**config.mk**
```make
export PLATFORM = sky130hd
export DESIGN_NAME = stage_sequencer_flat
export DESIGN_NICKNAME = d
export VERILOG_FILES = /design/src/rtl/stage_sequencer_if.sv /design/src/rtl/stage_sequencer.sv /design/src/flat_wrapper.sv
export SDC_FILE = /design/constraint.sdc
export NUM_CORES = 1
export LEC_CHECK = 0
export CAP_MARGIN = 20
export CORE_ASPECT_RATIO = 1.2
export CORE_UTILIZATION = 45
export DETAILED_ROUTE_END_ITERATION = 12
export HOLD_SLACK_MARGIN = 0.06
export PLACE_DENSITY = 0.74
export SLEW_MARGIN = 10
export SYNTH_ARGS = -nofsm -noshare
export SYNTH_HDL_FRONTEND = slang
export SYNTH_SLANG_ARGS = --single-unit
```
**constraint.sdc**
```tcl
create_clock -name clk -period 2.1 [get_ports clk]
set_clock_uncertainty 0.05 [all_clocks]
set_input_delay 0.315 -clock clk [delete_from_list [all_inputs] [get_ports clk]]
set_output_delay 0.315 -clock clk [all_outputs]
set_load 0.1 [all_outputs]
```
**src/rtl/stage_sequencer_if.sv**
```systemverilog
// Bundle of the stage sequencer's control inputs and pipeline-facing outputs.
// Combinational wiring only; no storage.
// No backpressure; the sequencer consumes inputs every cycle.
interface stage_sequencer_if #(
    parameter int STAGES = 5
);
    logic              alive;
    logic              mode;
    logic              stall;
    logic              flush;
    logic              halt_in;
    logic [STAGES-1:0] stage_en;
    logic [STAGES-1:0] stage_valid;
    logic              halt;
    logic [31:0]       retire_count;
    logic [15:0]       stall_count;

    // Pipeline/control side: drives requests, observes enables and status.
    modport master (
        output alive, mode, stall, flush, halt_in,
        input  stage_en, stage_valid, halt, retire_count, stall_count
    );

    // Sequencer side.
    modport slave (
        input  alive, mode, stall, flush, halt_in,
        output stage_en, stage_valid, halt, retire_count, stall_count
    );
endinterface

```
**src/rtl/stage_sequencer.sv**
```systemverilog
// Per-stage enable and valid tracking for the pipeline, sequential or overlapped.
// stage_en is combinational from state and stall/flush/halt; all state updates next clk.
// stall freezes front stages and inserts a bubble; halt freezes everything until reset.
module stage_sequencer #(
    parameter int STAGES       = 5,
    parameter int STALL_STAGES = 2,
    parameter int FLUSH_STAGES = 2
) (
    input logic              clk,
    input logic              rst,
    stage_sequencer_if.slave bus
);
    localparam int PW = (STAGES > 1) ? $clog2(STAGES) : 1;

    typedef enum logic {
        ST_RUN    = 1'b0,
        ST_HALTED = 1'b1
    } run_state_t;

    run_state_t        state_q, state_d;
    logic              mode_q;
    logic [PW-1:0]     phase_q, phase_d;
    logic [STAGES-1:0] valid_q, valid_d;
    logic [STAGES-1:0] en;
    logic [31:0]       retire_q, retire_d;
    logic [15:0]       stall_q, stall_d;
    logic              in_reset;
    logic              count_stall;
    logic              retire;

    // alive low behaves exactly like rst
    assign in_reset = rst || !bus.alive;

    // Next-state, stage enables and counter updates
    always_comb begin
        state_d     = state_q;
        phase_d     = phase_q;
        valid_d     = valid_q;
        retire_d    = retire_q;
        stall_d     = stall_q;
        en          = '0;
        count_stall = 1'b0;
        retire      = 1'b0;
        if (!in_reset && state_q == ST_RUN) begin
            if (!mode_q) begin
                // Sequential: one stage per cycle; flush wins over stall,
                // and stall only bites when fetch (phase 0) is active.
                if (bus.flush) begin
                    en[phase_q] = 1'b1;
                    phase_d     = '0;
                end else if (bus.stall && phase_q == '0) begin
                    count_stall = 1'b1;
                end else begin
                    en[phase_q] = 1'b1;
                    phase_d     = (phase_q == PW'(STAGES - 1)) ? '0 : phase_q + 1'b1;
                end
                // stage_valid mirrors the phase that will be active next cycle
                valid_d          = '0;
                valid_d[phase_d] = 1'b1;
            end else begin
                // Overlapped: every stage advances, new fetch enters stage 0.
                en      = '1;
                valid_d = {valid_q[STAGES-2:0], 1'b1};
                if (bus.flush) begin
                    // Wrong-path instructions younger than the branch die.
                    for (int i = 1; i <= FLUSH_STAGES; i++) begin
                        valid_d[i] = 1'b0;
                    end
                end else if (bus.stall) begin
                    // Front stages freeze; a bubble enters the first free stage.
                    for (int i = 0; i < STALL_STAGES; i++) begin
                        en[i]      = 1'b0;
                        valid_d[i] = valid_q[i];
                    end
                    valid_d[STALL_STAGES] = 1'b0;
                    count_stall           = 1'b1;
                end
            end

            retire = en[STAGES-1] && valid_q[STAGES-1];
            if (retire) begin
                retire_d = retire_q + 32'd1;
                if (bus.halt_in) begin
                    state_d = ST_HALTED;
                end
            end
            if (count_stall && stall_q != 16'hFFFF) begin
                stall_d = stall_q + 16'd1;
            end
        end
    end

    // State register with synchronous reset; mode is latched only in reset
    always_ff @(posedge clk) begin
        if (in_reset) begin
            state_q  <= ST_RUN;
            mode_q   <= bus.mode;
            phase_q  <= '0;
            valid_q  <= '0;
            retire_q <= '0;
            stall_q  <= '0;
        end else begin
            state_q  <= state_d;
            phase_q  <= phase_d;
            valid_q  <= valid_d;
            retire_q <= retire_d;
            stall_q  <= stall_d;
        end
    end

    assign bus.stage_en     = en;
    assign bus.stage_valid  = valid_q;
    assign bus.halt         = (state_q == ST_HALTED);
    assign bus.retire_count = retire_q;
    assign bus.stall_count  = stall_q;
endmodule

```
**src/flat_wrapper.sv**
```systemverilog
// flat-port wrapper written by rule: the top's interface ports become plain ports
module stage_sequencer_flat 
#(
    parameter int STAGES       = 5,
    parameter int STALL_STAGES = 2,
    parameter int FLUSH_STAGES = 2
)
  (clk, rst, bus_alive, bus_mode, bus_stall, bus_flush, bus_halt_in, bus_stage_en, bus_stage_valid, bus_halt, bus_retire_count, bus_stall_count);
  stage_sequencer_if #(.STAGES(STAGES)) bus_i ();
  input logic clk;
  input logic rst;
  input wire logic [$bits(bus_i.alive)-1:0] bus_alive;
  input wire logic [$bits(bus_i.mode)-1:0] bus_mode;
  input wire logic [$bits(bus_i.stall)-1:0] bus_stall;
  input wire logic [$bits(bus_i.flush)-1:0] bus_flush;
  input wire logic [$bits(bus_i.halt_in)-1:0] bus_halt_in;
  output wire logic [$bits(bus_i.stage_en)-1:0] bus_stage_en;
  output wire logic [$bits(bus_i.stage_valid)-1:0] bus_stage_valid;
  output wire logic [$bits(bus_i.halt)-1:0] bus_halt;
  output wire logic [$bits(bus_i.retire_count)-1:0] bus_retire_count;
  output wire logic [$bits(bus_i.stall_count)-1:0] bus_stall_count;
  assign bus_i.alive = bus_alive;
  assign bus_i.mode = bus_mode;
  assign bus_i.stall = bus_stall;
  assign bus_i.flush = bus_flush;
  assign bus_i.halt_in = bus_halt_in;
  assign bus_stage_en = bus_i.stage_en;
  assign bus_stage_valid = bus_i.stage_valid;
  assign bus_halt = bus_i.halt;
  assign bus_retire_count = bus_i.retire_count;
  assign bus_stall_count = bus_i.stall_count;
  stage_sequencer #(.STAGES(STAGES), .STALL_STAGES(STALL_STAGES), .FLUSH_STAGES(FLUSH_STAGES)) u_core (.clk(clk), .rst(rst), .bus(bus_i));
endmodule
```
==> summary.md, run 1 <==
| Metric | Value |
|---|---|
| WP data arrival | `1720 ps` |
| Internal power | `1600 µW` |
| Slowest CP cell | `dfxtp_4` |
| Largest net degree at the start of global routing | `50` |
| Final std cells w/o fill | `529` |
| Max Fanout on Critical Path | `3` |
| Final nets | `450` |
| DRT iter0 DRCs | `141` |
| Final max-slew violation count | `0` |
| Synth area leaders | `dfxtp_1 38%, xnor2_1 11%, nor2_1 5.8%` |
| Top FF cell, synth | `dfxtp_1` |
| Critical path buffer and inverter count | `2` |
| Antenna Nets Post-Route | `0` |
| GR Overflow Total | `0` |
| Crit Path Class | `reg -> out` |
| Vias | `2811` |
| Sw Share | `25.9%` |
| Sequential share of the synthesized area | `38.6%` |
| Input/output buffers | `65` |
| Final min period | `2090 ps` |
| Synth warn | `0` |
| Clock sink count | `58` |
| Maxcap violations | `0` |
| Initial Util | `46.8%` |
| FP Rows | `32` |
| CTS Root Buffer Type | `clkbuf_8` |
| Power per cell area | `519 nW/µm²` |
| P_leak | `0.00147 µW` |
| Die W | `77.0 µm` |
| DRC | `0` |
| Crit end category | `output port` |
| Initial antenna violation count | `0` |
| Critical Path RT | `1740 ps` |
| Syn Inst Count | `352` |
| Die Ht | `92.0 µm` |
| Largest area contributor in the netlist | `dfxtp_1` |
| Sequential power share | `51.5%` |
| Slowest stage delay, CP | `370 ps` |
| Skew-Pair Late Insertion Delay | `330 ps` |
| Max VDD drop | `0.456 mV` |
| Sw Pwr | `561 µW` |
| Ys async rst share | `0%` |
| Initial DRT Pass Iterations | `5` |
| Synth Cell Area | `3030 µm²` |
| Synthesized net count | `363` |
| CP startpoint kind | `flip-flop` |
| # setup viols final | `0` |
| Number of distinct library cells after synthesis | `49` |
| HP Class | `reg -> reg` |
| CTS Buf Count | `9` |
| Commonest non-fill, non-tap cell in the layout | `buf_4` |
| P&R area growth vs syn | `37.5%` |
| Vias in the first global route | `2687` |
| Slew @ Worst Pin | `535 ps` |
| Setup_tns | `0 ps` |
| GRT Overall Usage | `21.1%` |
| Status | `finished clean` |
| TritonCTS clock tree | `done` |
| Tcrit/Tclk final | `99.5%` |
| Number of diodes | `0` |
| Comb pwr share | `9.5%` |
| Fmax | `479 MHz` |
| WL/cell | `13.5 µm` |
| Finished Core Util | `64.3%` |
| Core area | `6490 µm²` |
| Ports | `66` |
| #FFs+latches synth | `58` |
| Share of cells above drive strength 1 | `39.4%` |
| H-tree levels | `3` |
| Layout filler cell count | `558` |
| Placed Instances | `508` |
| Reg clk slew, reported paths | `70 ps` |
| Final hold vios | `0` |
| RD Place Congestion | `0.846` |
| First-pass GRT wire length | `12100 µm` |
| RSZ-0062 raised after global routing | `true` |
| CTS Buffer Depth | `2` |
| Dpl hpwl | `5060 µm` |
| Most frequent cells in the layout | `81 x buf_4, 46 x nor2_1, 39 x dfxtp_2, 37 x xnor2_1, 23 x nand2_1` |
| WL final | `7140 µm` |
| Min Hold Slack | `450 ps` |
| Pwr Total | `2170 µW` |
| Crit path max-delay family | `flip-flops` |
| Via density | `5.31` |
| Share of the synthesized area in the top cell type | `37.6%` |
| Max-slew headroom | `64.0%` |
| Avg Inst Size Synth | `8.62 µm²` |
| Clock power frac | `39.0%` |
| Area of the die | `7080 µm²` |
| Post-synth EDFFs | `1` |
| Worst-path cell chain | `inv_6, ha_4, a21oi_4, nor3b_4, nand2_2, a21boi_4, buf_12` |
[synth_stat cells, types with 2 or more instances]
| library cell | instances |
|---|---|
| dfxtp_1 | 57 |
| nor2_1 | 47 |
| xnor2_1 | 37 |
| nand2_1 | 25 |
| nand3_1 | 21 |
| nor3_1 | 16 |
| a21oi_1 | 15 |
| nor4_1 | 12 |
| o21ai_0 | 12 |
| clkbuf_1 | 10 |
| inv_1 | 10 |
| nor4_2 | 8 |
| nand4_1 | 7 |
| and3_1 | 6 |
| and4_1 | 6 |
| xor2_1 | 5 |
| a31oi_1 | 4 |
| buf_2 | 4 |
| ha_1 | 4 |
| a21boi_0 | 3 |
| and2_1 | 3 |
| nor2b_1 | 3 |
| a211oi_2 | 2 |
| a21o_1 | 2 |
| mux2i_1 | 2 |
| nand2b_1 | 2 |
| nor3b_4 | 2 |
| nor4b_1 | 2 |
| o211a_1 | 2 |
| o211ai_1 | 2 |
| o21a_1 | 2 |
| or4b_1 | 2 |
[stage by stage]
| stage | cell area, µm² | setup WS, ps |
|---|---|---|
| after floorplan | 3190 | -105 |
| after global placement | 3960 | -133 |
| after detailed placement | 3960 | -222 |
| after CTS | 4140 | -20.2 |
| after global routing | 4170 | -73.5 |
| final | 4170 | 11.0 |
[final cells by class]
cell class              instances  area [µm²]  area share [%]
clock buffers                  12         135            3.24
clock inverters                 4        20.0           0.480
inverters                      11        46.3            1.11
multi-input cells             266        1850            44.3
flip-flops and latches         58        1230            29.5
well taps                      85         106            2.55
repair buffers                 93         786            18.8
[kinds of logic (layout without fill, tap and decap cells)]
kind of cell             after synthesis  count (layout)  share of synthesized area, %
multiplexers                           2               2                         0.660
AND/OR/NAND/NOR                      169             169                          31.4
flip-flops                            58              58                          38.6
buffers and inverters                 28             120                          3.92
adder cells (fa/ha/maj)                4               4                          1.65
AO/OA/AOI/OAI                         49              49                          11.6
XOR/XNOR                              42              42                          12.1
[final timing paths]
path                              from                         end  slack, ps  cells after the start
max reg2reg          u_core.phase_q[0]  u_core.bus.stall_count[15]         50                      8
min reg2reg  u_core.bus.stall_count[1]   u_core.bus.stall_count[1]        450                      2
max                  u_core.phase_q[0]             bus_stage_en[1]         10                      7
min          u_core.bus.stall_count[1]   u_core.bus.stall_count[1]        450                      2
[power by group through the flow]
stage	clock (µW)	combinational, µW	sequential [µW]
after floorplan	0	115	1150
after global placement	0	198	1140
after detailed placement	0	200	1140
after CTS	876	202	1120
after global routing	910	217	1120
final	844	206	1110
[timing repair]
item,4_1_cts,5_1_grt
gates resized for setup,3,7
pin swaps,4,5
setup buffers,4,1
hold buffers,0,0
endpoints found under the setup margin,2,11
[flip-flops by register name, summed over array words and instances, names as in the netlist]
signal and cells:
u_core.bus.halt 1, u_core.mode_q 1, u_core.bus.stall_count 16, u_core.bus.stage_valid 5, u_core.phase_q 3, u_core.bus.retire_count 32
[tightest hold or removal path, delay by kind of cell, from the launching register on]
kind | cells | cell delay (ps)
AO/OA/AOI/OAI | 1 | 60
AND/OR/NAND/NOR | 1 | 50
flip-flops | 1 | 340
[layer usage]
metal / vias to the layer above / GRT usage, % / part of all wire, %
li1: 1414 / - / -
met1: 1322 / 23.8 / 45
met2: 63 / 37.6 / 49
met3: 12 / 4.58 / 4.0
met4: 0 / 9.29 / 1.8
met5: - / 0 / 0
Power figures use the tool's default switching activity.
==> run 2: changes to the inputs <==
Settings changed: CORE_UTILIZATION 45 to 30, PLACE_DENSITY 0.74 to 0.53.
==> summary.md, run 2 (same netlist as run 1, synthesis figures left out) <==
| Metric | Value |
|---|---|
| Status | `finished clean (unchanged)` |
| Ports | `66 (unchanged)` |
| Most frequent cells in the layout | `82 x buf_4, 47 x nor2_1, 39 x dfxtp_2, 37 x xnor2_1, 23 x nand2_1 (was 81 x buf_4, 46 x nor2_1, 39 x dfxtp_2, 37 x xnor2_1, 23 x nand2_1)` |
| DRT iter0 DRCs | `55 (was 141)` |
| CP startpoint kind | `input port (was flip-flop)` |
| Number of diodes | `0 (unchanged)` |
| Die Ht | `112 µm (was 92.0 µm)` |
| WL final | `7820 µm (was 7140 µm)` |
| # setup viols final | `0 (unchanged)` |
| Slew @ Worst Pin | `376 ps (was 535 ps)` |
| Maxcap violations | `0 (unchanged)` |
| Final hold vios | `0 (unchanged)` |
| Initial DRT Pass Iterations | `4 (was 5)` |
| Final std cells w/o fill | `570 (was 529)` |
| RSZ-0062 raised after global routing | `true (unchanged)` |
| Fmax | `492 MHz (was 479 MHz)` |
| Min Hold Slack | `441 ps (was 450 ps)` |
| WP data arrival | `1670 ps (was 1720 ps)` |
| Vias | `2807 (was 2811)` |
| FP Rows | `39 (was 32)` |
| Skew-Pair Late Insertion Delay | `320 ps (was 330 ps)` |
| Max-slew headroom | `74.9% (was 64.0%)` |
| Max VDD drop | `0.328 mV (was 0.456 mV)` |
| Placed Instances | `552 (was 508)` |
| CTS Buffer Depth | `2 (unchanged)` |
| WL/cell | `13.7 µm (was 13.5 µm)` |
| Share of cells above drive strength 1 | `39.8% (was 39.4%)` |
| Layout filler cell count | `962 (was 558)` |
| Final nets | `453 (was 450)` |
| CTS Buf Count | `9 (unchanged)` |
| HP Class | `reg -> reg (unchanged)` |
| Final max-slew violation count | `0 (unchanged)` |
| Largest register FFs | `32 (unchanged)` |
| Initial Util | `31.4% (was 46.8%)` |
| CTS Root Buffer Type | `clkbuf_16 (was clkbuf_8)` |
| Max Fanout on Critical Path | `4 (was 3)` |
| Largest net degree at the start of global routing | `33 (was 50)` |
| Input/output buffers | `65 (unchanged)` |
| H-tree levels | `3 (unchanged)` |
| Via density | `4.92 (was 5.31)` |
| Final setup margin | `66.4 ps (was 11.0 ps)` |
| GRT Overall Usage | `16.0% (was 21.1%)` |
| RD Place Congestion | `0.749 (was 0.846)` |
| Die W | `93.8 µm (was 77.0 µm)` |
| First-pass GRT wire length | `13300 µm (was 12100 µm)` |
| P&R area growth vs syn | `45.6% (was 37.5%)` |
| TritonCTS clock tree | `done (unchanged)` |
| Dpl hpwl | `5630 µm (was 5060 µm)` |
| CTS Hold Bufs | `0 (unchanged)` |
| GR Overflow Total | `0 (unchanged)` |
| Placed cell area | `4080 µm² (was 3960 µm²)` |
| Antenna Nets Post-Route | `0 (unchanged)` |
| Initial antenna violation count | `0 (unchanged)` |
| DRC | `0 (unchanged)` |
| Final min period | `2030 ps (was 2090 ps)` |
| P_leak | `0.00157 µW (was 0.00147 µW)` |
| Commonest non-fill, non-tap cell in the layout | `buf_4 (unchanged)` |
| Fin area | `4420 µm² (was 4170 µm²)` |
| Vias in the first global route | `2751 (was 2687)` |
| Power per cell area | `646 nW/µm² (was 519 nW/µm²)` |
| Place WS | `-129 ps (was -222 ps)` |
| Crit end category | `output port (unchanged)` |
| Reg clk slew, reported paths | `50 ps (was 70 ps)` |
| Area of the die | `10500 µm² (was 7080 µm²)` |
| Tcrit/Tclk final | `96.8% (was 99.5%)` |
| Critical Path RT | `1740 ps (about the same)` |
| Crit Path Class | `in -> out (was reg -> out)` |
| Core area | `9660 µm² (was 6490 µm²)` |
| Clock sink count | `58 (unchanged)` |
run 2: where the power goes:
| group | total [µW] | internal (µW) | switching, µW | leakage, µW |
|---|---|---|---|---|
| clock network | 1520 | 1020 | 504 | 0.000158 |
| logic | 220 | 84.4 | 136 | 0.000922 |
| registers | 1110 | 1110 | 4.00 | 0.000492 |
| total | 2850 | 2210 | 644 | 0.00157 |
run 2: cell type report:
| cell class | instances | area (µm²) | share of cell area (%) |
|---|---|---|---|
| multi-input combinational | 266 | 1840 | 41.6 |
| clock inverter | 4 | 46.3 | 1.05 |
| sequential | 58 | 1230 | 27.9 |
| tap | 123 | 154 | 3.48 |
| inverter | 11 | 46.3 | 1.05 |
| clock buffer | 12 | 268 | 6.06 |
| timing repair buffer | 96 | 833 | 18.9 |
run 2: metal layers:
layer	vias up	global-route usage (%)	share of wire, %
met2	56	26.4	49
met3	7	3.52	4.2
met4	0	7.38	1.2
met1	1317	19.7	45
met5	-	0	0
li1	1427	-	-
run 2: per-stage QoR:
stage	setup TNS, ps	utilization, %	total power (µW)
finish	0	45.7	2850
global route	-69.4	45.7	2960
CTS	0	45.6	2900
detailed placement	-1730	42.2	1350
global placement	-1190	42.2	1350
floorplan	-310	-	1270
run 2: final timing paths:
path	startpoint	endpoint	slack, ps	cells after the start
worst max-delay path	bus_alive	bus_stage_en[1]	70	6
worst min-delay path	u_core.bus.stall_count[1]	u_core.bus.stall_count[1]	440	2
worst max register to register	u_core.phase_q[0]	u_core.bus.stage_valid[2]	140	7
worst min register to register	u_core.bus.stall_count[1]	u_core.bus.stall_count[1]	440	2
run 2: repair_timing:
action	4_1_cts	5_1_grt
buffers inserted	2	0
resized for setup	3	5
gates cloned	0	0
setup endpoints to repair	4	4
pin swaps	3	1
endpoints found under the hold margin	0	0
run 2: critical path, stage by stage:
cell             delay, ps
clkdlybuf4s50_1        480
nor3b_4                190
buf_4                  180
buf_4                  130
a21boi_4               180
buf_12                 190
